**src/rtl/tmp_readout_if.sv**
```systemverilog
// Readout handshake bundle: front-end strobes in, temperature code out.
// The slave side is the readout block; the master side is the sequencer/host environment.
interface tmp_readout_if #(
  parameter int unsigned DATA_W = 16
);
  logic              enable;
  logic              src_evt;
  logic              snk_evt;
  logic              conv_done;
  logic              code_ready;
  logic [DATA_W-1:0] code;
  logic              code_valid;
  logic              overrun;
  logic              busy;

  modport master (
    output enable, src_evt, snk_evt, conv_done, code_ready,
    input  code, code_valid, overrun, busy
  );

  modport slave (
    input  enable, src_evt, snk_evt, conv_done, code_ready,
    output code, code_valid, overrun, busy
  );
endinterface

```
**src/rtl/tmp_readout.sv**
```systemverilog
// Charge-balance temperature readout: saturating per-frame up/down count,
// windowed sum over 2^LOG_WIN frames, delivered through a valid/ready register.
module tmp_readout #(
  parameter int unsigned CNT_W   = 12,
  parameter int unsigned LOG_WIN = 4,
  parameter int unsigned DATA_W  = CNT_W + LOG_WIN
) (
  input  logic         clk,
  input  logic         reset,
  tmp_readout_if.slave bus
);

  localparam int unsigned ACC_W = CNT_W + LOG_WIN;
  localparam int unsigned CW1   = CNT_W + 1;

  localparam logic [1:0] S_IDLE = 2'd0;
  localparam logic [1:0] S_SYNC = 2'd1;
  localparam logic [1:0] S_ACC  = 2'd2;

  localparam int                    CNT_MAX_I = (1 << (CNT_W - 1)) - 1;
  localparam logic signed [CW1-1:0] CNT_MAX   = CW1'(CNT_MAX_I);
  localparam logic signed [CW1-1:0] CNT_MIN   = CW1'(-CNT_MAX_I);

  logic [1:0]               r_state, w_state_nx;
  logic signed [CNT_W-1:0]  r_cnt, w_cnt_nx, w_frame;
  logic signed [CW1-1:0]    w_delta, w_cnt_wide;
  logic signed [ACC_W-1:0]  r_acc, w_acc_nx, w_acc_sum;
  logic [LOG_WIN-1:0]       r_idx, w_idx_nx;
  logic                     w_win_done;
  logic [DATA_W-1:0]        r_code, w_code_nx;
  logic                     r_code_valid, w_valid_nx;
  logic                     r_overrun, w_ovr_nx;
  logic                     r_busy;

  // Event delta and saturated running count; also the closing-frame value on conv_done
  always_comb begin
    w_delta = '0;
    if (bus.src_evt && !bus.snk_evt) begin
      w_delta = CW1'(1);
    end else if (!bus.src_evt && bus.snk_evt) begin
      w_delta = CW1'(-1);
    end
    w_cnt_wide = CW1'(r_cnt) + w_delta;
    if (w_cnt_wide > CNT_MAX) begin
      w_frame = CNT_W'(CNT_MAX);
    end else if (w_cnt_wide < CNT_MIN) begin
      w_frame = CNT_W'(CNT_MIN);
    end else begin
      w_frame = CNT_W'(w_cnt_wide);
    end
    w_acc_sum = r_acc + ACC_W'(w_frame);
  end

  // Next state and window bookkeeping
  always_comb begin
    w_state_nx = r_state;
    w_cnt_nx   = r_cnt;
    w_acc_nx   = r_acc;
    w_idx_nx   = r_idx;
    w_win_done = 1'b0;
    case (r_state)
      S_IDLE: begin
        w_cnt_nx = '0;
        w_acc_nx = '0;
        w_idx_nx = '0;
        if (bus.enable) w_state_nx = S_SYNC;
      end
      S_SYNC: begin
        w_cnt_nx = '0;
        w_acc_nx = '0;
        w_idx_nx = '0;
        if (!bus.enable) begin
          w_state_nx = S_IDLE;
        end else if (bus.conv_done) begin
          w_state_nx = S_ACC;
        end
      end
      S_ACC: begin
        if (!bus.enable) begin
          w_state_nx = S_IDLE;
          w_cnt_nx   = '0;
          w_acc_nx   = '0;
          w_idx_nx   = '0;
        end else if (bus.conv_done) begin
          w_cnt_nx = '0;
          if (r_idx == '1) begin
            w_win_done = 1'b1;
            w_acc_nx   = '0;
            w_idx_nx   = '0;
          end else begin
            w_acc_nx = w_acc_sum;
            w_idx_nx = r_idx + LOG_WIN'(1);
          end
        end else begin
          w_cnt_nx = w_frame;
        end
      end
      default: begin
        w_state_nx = S_IDLE;
        w_cnt_nx   = '0;
        w_acc_nx   = '0;
        w_idx_nx   = '0;
      end
    endcase
  end

  // Result register: a completed window replaces the code unless an unread one is held
  always_comb begin
    w_code_nx  = r_code;
    w_valid_nx = r_code_valid;
    w_ovr_nx   = r_overrun;
    if (w_win_done) begin
      if (!r_code_valid || bus.code_ready) begin
        w_code_nx  = DATA_W'(w_acc_sum);
        w_valid_nx = 1'b1;
      end else begin
        w_ovr_nx = 1'b1;
      end
    end else if (r_code_valid && bus.code_ready) begin
      w_valid_nx = 1'b0;
    end
  end

  always_ff @(posedge clk) begin
    if (reset) begin
      r_state      <= S_IDLE;
      r_cnt        <= '0;
      r_acc        <= '0;
      r_idx        <= '0;
      r_code       <= '0;
      r_code_valid <= 1'b0;
      r_overrun    <= 1'b0;
      r_busy       <= 1'b0;
    end else begin
      r_state      <= w_state_nx;
      r_cnt        <= w_cnt_nx;
      r_acc        <= w_acc_nx;
      r_idx        <= w_idx_nx;
      r_code       <= w_code_nx;
      r_code_valid <= w_valid_nx;
      r_overrun    <= w_ovr_nx;
      r_busy       <= (w_state_nx != S_IDLE);
    end
  end

  assign bus.code       = r_code;
  assign bus.code_valid = r_code_valid;
  assign bus.overrun    = r_overrun;
  assign bus.busy       = r_busy;

endmodule

```
**src/flat_wrapper.sv**
```systemverilog
// flat-port wrapper written by rule: the top's interface ports become plain ports
module tmp_readout_flat 
#(
  parameter int unsigned CNT_W   = 12,
  parameter int unsigned LOG_WIN = 4,
  parameter int unsigned DATA_W  = CNT_W + LOG_WIN
)
  (clk, reset, bus_enable, bus_src_evt, bus_snk_evt, bus_conv_done, bus_code_ready, bus_code, bus_code_valid, bus_overrun, bus_busy);
  tmp_readout_if #(.DATA_W(DATA_W)) bus_i ();
  input  logic clk;
  input  logic reset;
  input wire logic [$bits(bus_i.enable)-1:0] bus_enable;
  input wire logic [$bits(bus_i.src_evt)-1:0] bus_src_evt;
  input wire logic [$bits(bus_i.snk_evt)-1:0] bus_snk_evt;
  input wire logic [$bits(bus_i.conv_done)-1:0] bus_conv_done;
  input wire logic [$bits(bus_i.code_ready)-1:0] bus_code_ready;
  output wire logic [$bits(bus_i.code)-1:0] bus_code;
  output wire logic [$bits(bus_i.code_valid)-1:0] bus_code_valid;
  output wire logic [$bits(bus_i.overrun)-1:0] bus_overrun;
  output wire logic [$bits(bus_i.busy)-1:0] bus_busy;
  assign bus_i.enable = bus_enable;
  assign bus_i.src_evt = bus_src_evt;
  assign bus_i.snk_evt = bus_snk_evt;
  assign bus_i.conv_done = bus_conv_done;
  assign bus_i.code_ready = bus_code_ready;
  assign bus_code = bus_i.code;
  assign bus_code_valid = bus_i.code_valid;
  assign bus_overrun = bus_i.overrun;
  assign bus_busy = bus_i.busy;
  tmp_readout #(.CNT_W(CNT_W), .LOG_WIN(LOG_WIN), .DATA_W(DATA_W)) u_core (.clk(clk), .reset(reset), .bus(bus_i));
endmodule
```
**config.mk**
```make
export PLATFORM = sky130hd
export DESIGN_NAME = tmp_readout_flat
export DESIGN_NICKNAME = d
export VERILOG_FILES = /design/src/rtl/tmp_readout_if.sv /design/src/rtl/tmp_readout.sv /design/src/flat_wrapper.sv
export SDC_FILE = /design/constraint.sdc
export NUM_CORES = 1
export LEC_CHECK = 0
export ABC_AREA = 1
export BUFFER_PORTS_ARGS = -buffer_cell sky130_fd_sc_hd__buf_2
export CAP_MARGIN = 20
export CORE_MARGIN = 5
export CORE_UTILIZATION = 65
export DETAILED_ROUTE_END_ITERATION = 8
export PLACE_DENSITY_LB_ADDON = 0.12
export SYNTH_ARGS = -nofsm -noshare
export SYNTH_HDL_FRONTEND = slang
export SYNTH_SLANG_ARGS = --single-unit
```
**constraint.sdc**
```tcl
create_clock -name clk -period 9.6 [get_ports clk]
set_input_delay 0.48 -clock clk [delete_from_list [all_inputs] [get_ports clk]]
set_output_delay 0.48 -clock clk [all_outputs]
set_load 0.05 [all_outputs]
```
==> Word level (Yosys, flattened, before mapping) <==
Index checks and enable logic that the tools add are counted.
{ "classes": {"add_sub_neg": 3, "eq_ne": 4, "bitwise": 3, "n_reduce_logical": 15, "n_lt_le_gt_ge": 2, "mul": 0, "shift": 0, "mux": 18, "n_div": 0} }
{ "op_table": {"columns": ["operator", "count"], "rows": [
  ["13-bit two-way mux", 2],
  ["12-bit two-way mux", 2],
  ["16-bit by 12-bit adder with 16-bit output", 1],
  ["16-bit two-way mux", 1],
  ["12-bit by 13-bit adder with 13-bit output", 1],
  ["13-bit by 12-bit greater-than comparator with 1-bit output (second input constant)", 1],
  ["13-bit by 12-bit < comparator with 1-bit output (second input constant)", 1],
  ["2-bit two-way mux", 4],
  ["1-bit two-way mux", 7],
  ["2-bit case mux with 3 select lines", 1],
  ["2-bit AND reduction", 3],
  ["4-bit by 1-bit adder with 4-bit output (second input constant)", 1],
  ["4-bit == test (second input constant)", 1],
  ["4-bit two-way mux", 1],
  ["2-bit nonzero test", 2],
  ["4-bit OR reduction", 1],
  ["1-bit logical AND", 3],
  ["1-bit zero test", 3],
  ["1-bit NOT", 3],
  ["3-bit OR reduction", 1],
  ["2-bit by 1-bit == test with 1-bit output (second input constant)", 1],
  ["2-bit == test (second input constant)", 1],
  ["2-bit zero test", 1],
  ["2-bit inequality test (second input constant)", 1],
  ["1-bit logical OR", 1]
]} }
{ "word_totals": {"reg_bits": 53, "input_bits": 7, "latchBits": 0, "word_cells": 53, "ramBits": 0, "n_memories": 0, "mem_bits_ro": 0, "out_inout_bits": 19} }

==> Longest topological paths before layout <==
{ "depth": {"depth_word": 10, "mapped_depth": 34} }

==> Worst setup path before layout <==
OpenSTA, ideal clock, no wires.
{ "synth_timing": {"path_kind": "input to register", "startpoint": "input bus_src_evt", "endpoint": "register u_core.r_code[12] (netlist: u_core.bus.code[12])", "cell_stages": 32, "setup_slack_ps": 5660, "t_arrival_ps": 3826, "required_time_ps": 9486, "cell_sequence": "inv_1 > ha_1 > buf_6 > nor2_1 > nor2_2 > ha_1 > a21oi_1 > inv_1 > nand3_1 > nand2_1 > nand2_1 > nand2_1 > nand2_1 > nand2_1 > inv_1 > nand2_1 > nand2_2 > inv_2 > nand2_2 > buf_6 > nand2_1 > ha_1 > fa_1 > nand3_1 > nand2_1 > a21oi_1 > o21ai_0 > nand3_1 > nand2_1 > xor2_1 > o21bai_1 > inv_1"} }
{ "synth_via": {"elab_chain_len": 9, "word_cells_on_any_way": 11} }
{ "synth_lines": {"columns": ["element", "line", "source"], "rows": [
  ["start, declared", "flat_wrapper.sv:13", "input wire logic [$bits(bus_i.src_evt)-1:0] bus_src_evt;"],
  ["1-bit zero test", "tmp_readout.sv:40", "end else if (!bus.src_evt && bus.snk_evt) begin"],
  ["1-bit logical AND", "tmp_readout.sv:40", null],
  ["13-bit two-way mux", "tmp_readout.sv:40", null],
  ["13-bit two-way mux (*)", "tmp_readout.sv:38", "if (bus.src_evt && !bus.snk_evt) begin"],
  ["12-bit by 13-bit adder with 13-bit output (*)", "tmp_readout.sv:43", "w_cnt_wide = CW1'(r_cnt) + w_delta;"],
  ["13-bit by 12-bit < comparator with 1-bit output", "tmp_readout.sv:46", "end else if (w_cnt_wide < CNT_MIN) begin"],
  ["12-bit two-way mux", "tmp_readout.sv:46", null],
  ["12-bit two-way mux (*)", "tmp_readout.sv:44", "if (w_cnt_wide > CNT_MAX) begin"],
  ["net u_core.w_frame[11]", "tmp_readout.sv:25", "logic signed [CNT_W-1:0] r_cnt, w_cnt_nx, w_frame;"],
  ["16-bit by 12-bit adder with 16-bit output (*)", "tmp_readout.sv:51", "w_acc_sum = r_acc + ACC_W'(w_frame);"],
  ["end signal, assigned", "tmp_readout.sv:139", "r_code <= w_code_nx;"],
  ["end, declared", "tmp_readout.sv:30", "logic [DATA_W-1:0] r_code, w_code_nx;"]
]} }
The timed path passes the listed nets; every way through them passes the cells marked *.
A chain may end at the register's enable or synchronous reset.

==> Worst setup path after layout <==
{ "layout_timing": {"startpoint": "input bus_src_evt", "endpoint": "register u_core.r_code[11] (netlist: u_core.bus.code[11])"} }
The elaborated chain is that of the path after synthesis.

==> results.md <==
* Buffers on Ports at 25
* WS Path Type: in -> reg
* Clk buf depth at 2
* Root Buffer: clkbuf_8
* CP max FO at 21
* HP Class: in -> reg
* Largest net degree at the start of global routing at 24
* Worst Setup Start Kind: primary input
* Synth Instances at 522
* Setup TNS at 0 ps
* Cell Area, Synth at ~3400 um2
* Max frequency at 226 MHz
* I/O pins at 26
* Clk_lat worst skew at roughly 310 ps
* Avg Vias per Cell at ~5.3
* R2R depth at 24
* Drt wl/cell at 12.3 um
* Post-CTS Setup Repair Bufs at 0
* TritonCTS clock tree: yes
* Leakage dissipation at 1.94 nW
* PD cells at ~110 nW/um2
* Max-Cap Viols at 0
* Initial antenna violation count at 0
* Drc violations at 0
* Syn Nets at about 550
* Hold_buf cts at 0
* Final WS setup at 5170 ps
* Vias in the first global route at 3,151
* Minimum clock period at ~4400 ps
* Most frequent cells in the layout: nand2_1 (144), inv_1 (69), dfxtp_1 (53), nor2_1 (48), a21oi_1 (40)
* Die Y at about 83 um
* Worst EP required at 9810 ps
* Worst path arrival time at 4640 ps
* Setup violation total in the final timing report at 0
* Die X at 82.8 um
* Seq/Total Area, Yosys at 30.8%
* Crit path capture: u_core.bus.code[11]$_SDFFE_PP0P_
* Number of synthesis warnings at 0
* Slowest stage delay, CP at around 420 ps
* Core Rows at 26
* RSZ-0062 raised after global routing: false
* Hold Path Depth at 2
* Dpl ws at 4870 ps
* Layout Nets at 572
* Post-detail-place hpwl at 6060 um
* Area growth syn-to-layout at 7.15%
* Crit-path slowest cell: nand2_1
* Core ar. at 5140 um2
* ANT cells at 0
* Htree depth at 2
* Total CTS buffers at 5
* Share of post-route cells with drive strength above 1 at under 10%
* Vias post-DR at 3,252
* Post-synth EDFFs at 0
* RR Endpoint: u_core.bus.code[11]$_SDFFE_PP0P_
* R2r setup slk at 5590 ps
* Clk sinks at 53
* Initial core utilization at 67.1%
* Antenna Nets Post-Route at 0
* Final Max Slew Viols at 0
* RR Startpoint: u_core.r_cnt[0]$_SDFF_PP0_
* Slew @ Worst Pin at 1130 ps
* GR Util All Layers at 22.7%
* Crit share post-route at 46.1%
* Worst Skew at between 5 and 6 ps
* Rel. slew slack at 24.2%
* Status: completed
* Starting DRT DRC Count at 100
* Ys flop type: dfxtp_1
* Post-synth ARST share at 0%
* Syn avg cell area at 6.60 um2
* Routed wire length at 7580 um
* GRT overflow at 0
* Crit-path most repeated cell: nand2_1
* Most common cell after layout, fill and taps aside: nand2_1
* First-pass GRT wire length at 13,400 um
* Hold Vio Cnt, Final at 0
* Die Footprint at 6860 um2
* Crit end category: register
* Worst IR Drop VDD at 0.118 mV
* CTS clk-pin slew, worst paths at 90 ps
* Worst Setup SP: bus_src_evt
* Post-CTS sizing at 0
* Gpl congestion at 0.881
* Drt pass-1 iters at 4
* Post-synth cell types at 36
* #FFs+latches synth at 53
## state kept, by name, summed over array words and instances (netlist names)
register / cells
u_core.r_acc: 16
u_core.bus.code_valid: 1
u_core.r_state: 2
u_core.r_idx: 4
u_core.bus.overrun: 1
u_core.bus.busy: 1
u_core.bus.code: 16
u_core.r_cnt: 12
## critical path: cells and delay by family
kind | cells | cell delay [ps]
and+or+nand+nor | 14 | 1540
AOI/OAI and AO/OA | 6 | 1120
adders and majority gates | 3 | 690
buffers and inverters | 6 | 640
xor gates and xnor gates | 1 | 170
## cell families (layout without fill, tap and decap cells)
kind of cell,count (synthesis),count (layout),share of synthesized area (%)
DFF,53,53,30.8
xor gates and xnor gates,15,15,4.25
buffers and inverters,87,109,10.2
AOI/OAI and AO/OA,95,95,16.2
adders and majority gates,22,22,8.20
and+or+nand+nor,250,250,30.4
## metrics by stage
| step | cells | cell area (um2) | utilization (%) | hold slack [ps] | power [mW] |
|---|---|---|---|---|---|
| 2_1_floorplan | 522 | 3450 | - | 433 | 0.266 |
| 3_3_place_gp | 606 | 3610 | 70.2 | 443 | 0.275 |
| 3_5_place_dp | 606 | 3610 | 70.2 | 451 | 0.276 |
| 4_1_cts | 614 | 3690 | 71.9 | 346 | 0.400 |
| 5_1_grt | 614 | 3690 | 71.9 | 344 | 0.417 |
| 6_report | 614 | 3690 | 71.9 | 355 | 0.397 |
## final cells by class
cell class	instances	area, um2
inverter	73	277
timing repair buffer	28	148
fill	475	1450
sequential	53	1060
clock buffer	6	72.6
multi-input combinational	382	2030
tap	70	87.6
clock inverter	2	15.0
## per-layer routing
layer  wire length, um  global-route usage [%]  vias up
li1                  -                       -     1734
met1              3520                    27.8     1438
met2              3630                    40.4       66
met3               277                    3.47       14
met4               142                    7.58        0
met5                 0                       0        -
## Yosys cell counts (3+ instances only)
cell / n / area (um2)
nor3_1: 7 / 35.0
o21a_1: 6 / 45.0
nand2_2: 3 / 18.8
nand3_1: 35 / 175
ha_1: 21 / 263
o211ai_1: 5 / 37.5
a21oi_1: 40 / 200
buf_2: 4 / 20.0
nor2_1: 48 / 180
a32o_1: 7 / 70.1
o21bai_1: 5 / 37.5
o21ai_0: 28 / 140
xor2_1: 12 / 105
inv_1: 69 / 259
dfxtp_1: 53 / 1060
clkbuf_1: 7 / 26.3
nand2_1: 144 / 541
## report_power, final
part	switching [mW]	total, mW	leakage, nW	internal, mW
Sequential	0.000359	0.221	0.427	0.220
Clock	0.0740	0.126	0.0374	0.0515
Combinational	0.0349	0.0508	1.48	0.0159
Total	0.109	0.397	1.94	0.288
## worst min path at each step
stage | to | startpoint | slack, ps
final | u_core.bus.code_valid$_SDFFE_PP0P_ | reset | 350
after CTS | u_core.bus.code_valid$_SDFFE_PP0P_ | reset | 350
after floorplan | u_core.r_state[0]$_SDFF_PP0_ | u_core.r_state[0]$_SDFF_PP0_ | 430
after global placement | u_core.r_state[0]$_SDFF_PP0_ | u_core.r_state[0]$_SDFF_PP0_ | 440
after global routing | u_core.bus.code_valid$_SDFFE_PP0P_ | reset | 340
after detailed placement | u_core.r_state[0]$_SDFF_PP0_ | u_core.r_state[0]$_SDFF_PP0_ | 450
No activity file was read; power rests on OpenSTA's default activity.
